### src/rtl/shift_rot_pkg.sv
// Shared definitions for the multi-mode sequential shifter: mode codes,
// FSM state encoding and the per-cycle step-size helper.
package shift_rot_pkg;

   localparam logic [2:0] MODE_ROR = 3'd0;
   localparam logic [2:0] MODE_ROL = 3'd1;
   localparam logic [2:0] MODE_LSR = 3'd2;
   localparam logic [2:0] MODE_LSL = 3'd3;
   localparam logic [2:0] MODE_ASR = 3'd4;

   typedef enum logic [1:0] {
      IDLE = 2'd0,
      BUSY = 2'd1,
      DONE = 2'd2
   } state_t;

   function automatic int min_step(input int remaining, input int step);
      return (remaining < step) ? remaining : step;
   endfunction

endpackage

### src/rtl/shift_rot_step.sv
// One combinational move of a word by k positions in the selected mode.
// With SHIFT_ROT_SOUT_EN defined it also reports the last bit moved out.
module shift_rot_step
   import shift_rot_pkg::*;
#(
   parameter int W  = 16,
   parameter int AW = 4
) (
   input  logic [W-1:0]  i_word,
   input  logic [2:0]    i_mode,
   input  logic [AW-1:0] i_k,
`ifdef SHIFT_ROT_SOUT_EN
   output logic          o_out_bit,
   output logic          o_out_vld,
`endif
   output logic [W-1:0]  o_word
);

   logic [2*W-1:0] w_dbl;
   logic [2*W-1:0] w_ror;
   logic [2*W-1:0] w_rol;

   // Rotations fall out of shifting a doubled copy of the word.
   assign w_dbl = {i_word, i_word};
   assign w_ror = w_dbl >> i_k;
   assign w_rol = w_dbl << i_k;

   always_comb begin
      o_word = i_word;
      case (i_mode)
         MODE_ROR: o_word = w_ror[W-1:0];
         MODE_ROL: o_word = w_rol[2*W-1:W];
         MODE_LSR: o_word = i_word >> i_k;
         MODE_LSL: o_word = i_word << i_k;
         MODE_ASR: o_word = $signed(i_word) >>> i_k;
         default:  o_word = i_word;
      endcase
   end

`ifdef SHIFT_ROT_SOUT_EN
   logic [AW-1:0] w_km1;
   logic [W-1:0]  w_rsh;
   logic [W-1:0]  w_lsh;

   // Moving by k-1 parks the last departing bit at the edge it leaves from.
   assign w_km1 = i_k - AW'(1);
   assign w_rsh = i_word >> w_km1;
   assign w_lsh = i_word << w_km1;

   always_comb begin
      o_out_bit = 1'b0;
      o_out_vld = 1'b0;
      case (i_mode)
         MODE_ROR, MODE_LSR, MODE_ASR: begin
            o_out_bit = w_rsh[0];
            o_out_vld = 1'b1;
         end
         MODE_ROL, MODE_LSL: begin
            o_out_bit = w_lsh[W-1];
            o_out_vld = 1'b1;
         end
         default: begin
            o_out_bit = 1'b0;
            o_out_vld = 1'b0;
         end
      endcase
   end
`endif

endmodule

### src/rtl/shift_rot_seq.sv
// Sequential shifter: loads a word, then rotates/shifts it by amt positions,
// STEP per cycle, with a start/busy/done handshake. Optional sout via SHIFT_ROT_SOUT_EN.
module shift_rot_seq
   import shift_rot_pkg::*;
#(
   parameter  int bit_width = 16,
   parameter  int STEP      = 1,
   localparam int AW        = $clog2(bit_width)
) (
   input  logic                 clk,
   input  logic                 rst,
   input  logic                 ld,
   input  logic                 start,
   input  logic [2:0]           mode,
   input  logic [AW-1:0]        amt,
   input  logic [bit_width-1:0] data_in,
`ifdef SHIFT_ROT_SOUT_EN
   output logic                 sout,
`endif
   output logic [bit_width-1:0] data_out,
   output logic                 busy,
   output logic                 done
);

   localparam logic [AW-1:0] MAX_AMT = AW'(bit_width - 1);

   state_t               r_state;
   state_t               w_next_state;
   logic [bit_width-1:0] r_data;
   logic [2:0]           r_mode;
   logic [AW-1:0]        r_rem;
   logic [AW-1:0]        w_amt;
   logic [AW-1:0]        w_k;
   logic [bit_width-1:0] w_step_word;

   // Only reachable for non-power-of-two widths.
   assign w_amt = (amt > MAX_AMT) ? MAX_AMT : amt;
   assign w_k   = AW'(min_step(int'(r_rem), STEP));

`ifdef SHIFT_ROT_SOUT_EN
   logic r_sout;
   logic w_out_bit;
   logic w_out_vld;
   assign sout = r_sout;
`endif

   shift_rot_step #(.W(bit_width), .AW(AW)) u_step (
      .i_word    (r_data),
      .i_mode    (r_mode),
      .i_k       (w_k),
`ifdef SHIFT_ROT_SOUT_EN
      .o_out_bit (w_out_bit),
      .o_out_vld (w_out_vld),
`endif
      .o_word    (w_step_word)
   );

   always_ff @(posedge clk) begin
      if (rst) r_state <= IDLE;
      else     r_state <= w_next_state;
   end

   always_comb begin
      w_next_state = r_state;
      case (r_state)
         IDLE:    if (start) w_next_state = (w_amt == '0) ? DONE : BUSY;
         BUSY:    if (r_rem == w_k) w_next_state = DONE;
         DONE:    w_next_state = IDLE;
         default: w_next_state = IDLE;
      endcase
   end

   always_comb begin
      busy = (r_state == BUSY);
      done = (r_state == DONE);
   end

   assign data_out = r_data;

   always_ff @(posedge clk) begin
      if (rst) begin
         r_data <= '0;
         r_mode <= '0;
         r_rem  <= '0;
`ifdef SHIFT_ROT_SOUT_EN
         r_sout <= 1'b0;
`endif
      end else begin
         case (r_state)
            IDLE: begin
               if (start) begin
                  r_data <= ld ? data_in : r_data;
                  r_mode <= mode;
                  r_rem  <= w_amt;
               end else if (ld) begin
                  r_data <= data_in;
               end
            end
            BUSY: begin
               r_data <= w_step_word;
               r_rem  <= r_rem - w_k;
`ifdef SHIFT_ROT_SOUT_EN
               if (w_out_vld) r_sout <= w_out_bit;
`endif
            end
            default: begin
            end
         endcase
      end
   end

endmodule

### config.mk
export PLATFORM = sky130hd
export DESIGN_NAME = shift_rot_seq
export DESIGN_NICKNAME = d
export VERILOG_FILES = /design/src/rtl/shift_rot_pkg.sv /design/src/rtl/shift_rot_step.sv /design/src/rtl/shift_rot_seq.sv
export SDC_FILE = /design/constraint.sdc
export NUM_CORES = 1
export LEC_CHECK = 0
export CORE_MARGIN = 2
export CORE_UTILIZATION = 41
export DETAILED_ROUTE_END_ITERATION = 16
export PLACE_DENSITY_LB_ADDON = 0.08
export SLEW_MARGIN = 10
export SYNTH_ARGS = -nofsm -noshare
export SYNTH_HDL_FRONTEND = slang
export SYNTH_SLANG_ARGS = --single-unit
### constraint.sdc
create_clock -name clk -period 1.49 [get_ports clk]
set_input_delay 0.149 -clock clk [delete_from_list [all_inputs] [get_ports clk]]
set_output_delay 0.149 -clock clk [all_outputs]
set_load 0.05 [all_outputs]
==> results.md <==
Drt:
- The first TritonRoute pass finished after 4 iterations.
- Wires add up to 4.37 mm.
- The routed design uses 2.13 mm of met2 wire.
- The routed via count is 1529.
- The average via count per standard cell is 5.62.
- The average routed wire per standard cell is 16.1 µm.
- The final routed DRC violation total is 0.
- Wire segments on met3 add up to 225 µm in the final route.
- The detailed router used layers up to and including met4.
- The wire length on met1 is 1.96 mm.
- The number of DRC markers in iteration 0 is 101.
- The remaining antenna violation count after routing is 0.

Placed design:
- The number of buffer cells added on primary ports is 44.
- The total instance count after detailed placement is 261.
- The congestion estimate from routability-driven global placement came to 0.800.
- Summed over all nets, the half-perimeter wirelength after detailed placement is 2.86 mm.
- Timing analysis after detailed placement gives a worst setup slack of -0.185 ns.

STA:
- The final max-slew violation count came to 0.
- The worst-margin pin slew is 0.416 ns.
- The final critical-path required period is 1.68 ns.
- The clock tree skew after final layout is 0.0155 ns.
- The peak clock frequency supported by timing is 0.594 GHz.
- Setup violations remaining at the end of the flow were counted as 19.
- The number of hold-slack violations in the final timing report is 0.
- The final worst-path cycle share is 1.13.
- The setup slack of the critical path after layout is -0.194 ns.
- The worst slew margin relative to its limit is 0.722.
- The final total negative setup slack is -1.55 ns.
- Setup repair after global routing could not meet its margin everywhere.

Yosys:
- The most common flop cell mapped by yosys is dfxtp_1.
- Yosys mapped a number of flops with a built-in enable equal to 0.
- In this run the mean area of a mapped cell was 8.52 µm².
- Of all flip-flops after synthesis, the portion carrying an async set or reset was 0.
- The sequential element share of the synthesized area is 0.356.
- Yosys attributes the largest share of cell area to dfxtp_1 (36%), o22a_1 (8.7%), mux2_2 (7.2%).
- After synthesis, the netlist uses 39 different library cells.
- The share of the synthesized area in the top cell type is 0.356.
- The warning count from the yosys run is 0.
- The cell type contributing the most total cell area after synthesis is dfxtp_1.
- The gate count of the mapped netlist is 165.
- When the netlist entered floorplanning its net count stood at 194.
- In this run, synthesis produced a sequential element count of 25.
- In this run the cell area of the synthesized design comes to 1410 µm².

Floorplan:
- After floorplanning, the core was sized to cover 3310 µm².
- The die is 62.6 µm tall.
- The horizontal die dimension is 62.6 µm.
- The number of top-level pins is 45.
- The initial core utilization is 0.425.
- The floorplan has 21 rows.
- The area enclosed by the die boundary is 3910 µm².

Clock tree:
- The clock tree from TritonCTS is done.
- In this run, post-CTS hold repair placed 0 buffers.
- In this run the number of H-tree levels came out at 1.
- Clock-pin slew was measured on the worst setup and hold paths at 0.15 ns.
- The cell chosen for the clock root is clkbuf_4.
- The number of clock buffers inserted by TritonCTS is 3.
- For the worst-skew pair, the clock arrives at the later sink with an insertion delay of 0.33 ns.
- In this run the deepest clock path goes through 2 buffers.
- The clock sink count is 25.

Hold path:
- The class of the most critical hold timing path is in2reg.
- The startpoint of the worst hold path is mode[0].
- The number of stages on the worst hold path is 3.

Worst setup path:
- The critical path in this run is classified as reg2reg.
- The type of element capturing the critical path is a flip-flop.
- The kind of start point of the critical path is a flip-flop.
- The number of buffers and inverters on the critical path is 1.
- Along the worst path, the maximum fanout reaches 4.
- The worst register-to-register path begins at r_rem[1]$_SDFFE_PP0P_.
- The cell repeated most along the worst path is a21oi_1.
- The longest individual stage delay on the worst path is 0.61 ns.
- STA puts the critical path data arrival time at 1.91 ns.
- The signal on the critical path passes through or4_4 -> nand2b_4 -> inv_4 -> ha_4 -> nand2_4 -> nor2_2 -> a21oi_1 -> a21oi_1.
- The data required time of the worst path is 1.71 ns.
- In this design, the largest share of critical-path delay is due to simple AND/OR/NAND/NOR gates.
- The critical path runs through a total of 8 cells.
- The depth of the worst register-to-register path is 8.
- The cell type of the slowest stage on the worst timing path is or4_4.
- Tracing the worst setup path back leads to its startpoint at r_rem[1]$_SDFFE_PP0P_.

Outcome:
- The final reports fail on negative setup slack.
- The flow ran to the end, but the final reports show violations.

Layout:
- The share of final-layout standard cells stronger than drive strength 1 is 0.376.
- The number of inserted diodes is 0.
- The finished layout holds 272 standard cells, fillers aside.
- Relative to the synthesized area, the layout overhead comes to 57.3%.
- The final layout contains 256 nets.

GRT:
- The total routing resource utilization after global routing is 0.230.
- The pin count of the biggest net entering global routing is 18.
- The number of global-route vias before repair was 1506.
- The total grt overflow is 0.
- The initial antenna violation count was 0.
- The first-pass GRT wire length is 7.25 mm.

Power and ir drop:
- The reported leakage power is 0.894 nW.
- Total power for the finished layout comes to 2.65 mW.
- The worst vdd rail ir drop is 0.662 mV.
- The power per cell area is 1200 nW/µm².

Run:
- The max-cap violation count is 0.
## cell usage in the layout, fill, tap and decap left out, drive strengths merged, types with 3 or more instances in the layout
cell type      instances
buf                   39
clkdlybuf4s50         26
nor2                  26
dfxtp                 25
o22a                  14
nand2                 14
o22ai                 13
mux2                  12
a21oi                 12
inv                    6
nor4                   5
clkbuf                 5
nand2b                 4
nand3                  3
## worst register-to-register path: stages (launching register included)
cell and delay [ns]:
dfxtp_2 0.35, or4_4 0.61, nand2b_4 0.13, inv_4 0.04, ha_4 0.15, nand2_4 0.06
nor2_2 0.04, a21oi_1 0.12, a21oi_1 0.08
## layer usage
| layer | global-route usage | vias up |
|---|---|---|
| li1 | - | 732 |
| met1 | 0.303 | 747 |
| met2 | 0.384 | 44 |
| met3 | 0.0288 | 6 |
| met4 | 0.0861 | 0 |
| met5 | 0 | - |
## logic make-up after synthesis
group | count (synthesis) | synth area share
buffers and inverters | 17 | 0.0578
adder cells (fa/ha/maj) | 2 | 0.0178
multiplexers | 14 | 0.110
flip-flops | 25 | 0.356
AND/OR/NAND/NOR | 61 | 0.220
AO/OA/AOI/OAI | 46 | 0.238
## stage by stage
stage | utilization | cell area [µm²] | hold WS [ns]
after floorplan | - | 1420 | 0.285
after global placement | 0.598 | 1980 | 0.463
after detailed placement | 0.598 | 1980 | 0.471
after CTS | 0.640 | 2120 | 0.344
after global routing | 0.668 | 2210 | 0.350
final | 0.668 | 2210 | 0.336
## timing repair
| action | CTS | global route |
|---|---|---|
| resized for setup | 17 | 15 |
| buffers inserted | 3 | 1 |
| setup endpoints to repair | 20 | 21 |
| cloned | 2 | 1 |
| pin swaps | 14 | 32 |
## flip-flops by register name (all words and copies together) (netlist names)
name      count
data_out     16
r_mode        3
r_state       2
r_rem         4
## synth_stat cells (2+ instances only)
master    number
nor2_1        26
dfxtp_1       25
o22a_1        14
o22ai_1       13
nand2_1       12
a21oi_1       10
mux2_2         9
buf_2          5
clkbuf_1       4
inv_1          4
nor4_1         4
mux2_1         3
nand2b_1       3
nand3_1        3
a31oi_1        2
ha_1           2
inv_2          2
mux2i_1        2
nor3_1         2
## power by group
| part | leakage, nW | switching, mW | internal (mW) | total, mW |
|---|---|---|---|---|
| clock | 0.0150 | 0.215 | 0.105 | 0.320 |
| combinational | 0.669 | 0.802 | 0.648 | 1.45 |
| sequential | 0.211 | 0.105 | 0.775 | 0.880 |
| total | 0.894 | 1.12 | 1.53 | 2.65 |
## cell type report
cell class | instances | area (µm²)
Tap cell | 46 | 57.6
Clock buffer | 4 | 26.3
Sequential cell | 25 | 515
Fill cell | 317 | 1100
Inverter | 6 | 30.0
Multi-Input combinational cell | 125 | 952
Timing Repair Buffer | 66 | 631
## worst paths after layout
path | end | slack, ns
hold reg to reg | r_state[1]$_SDFFE_PP0P_ | 0.45
setup / recovery | r_rem[2]$_SDFFE_PP0P_ | -0.19
setup reg to reg | r_rem[2]$_SDFFE_PP0P_ | -0.19
hold / removal | r_mode[0]$_SDFFE_PP0P_ | 0.34
Power figures use the tool's default switching activity.
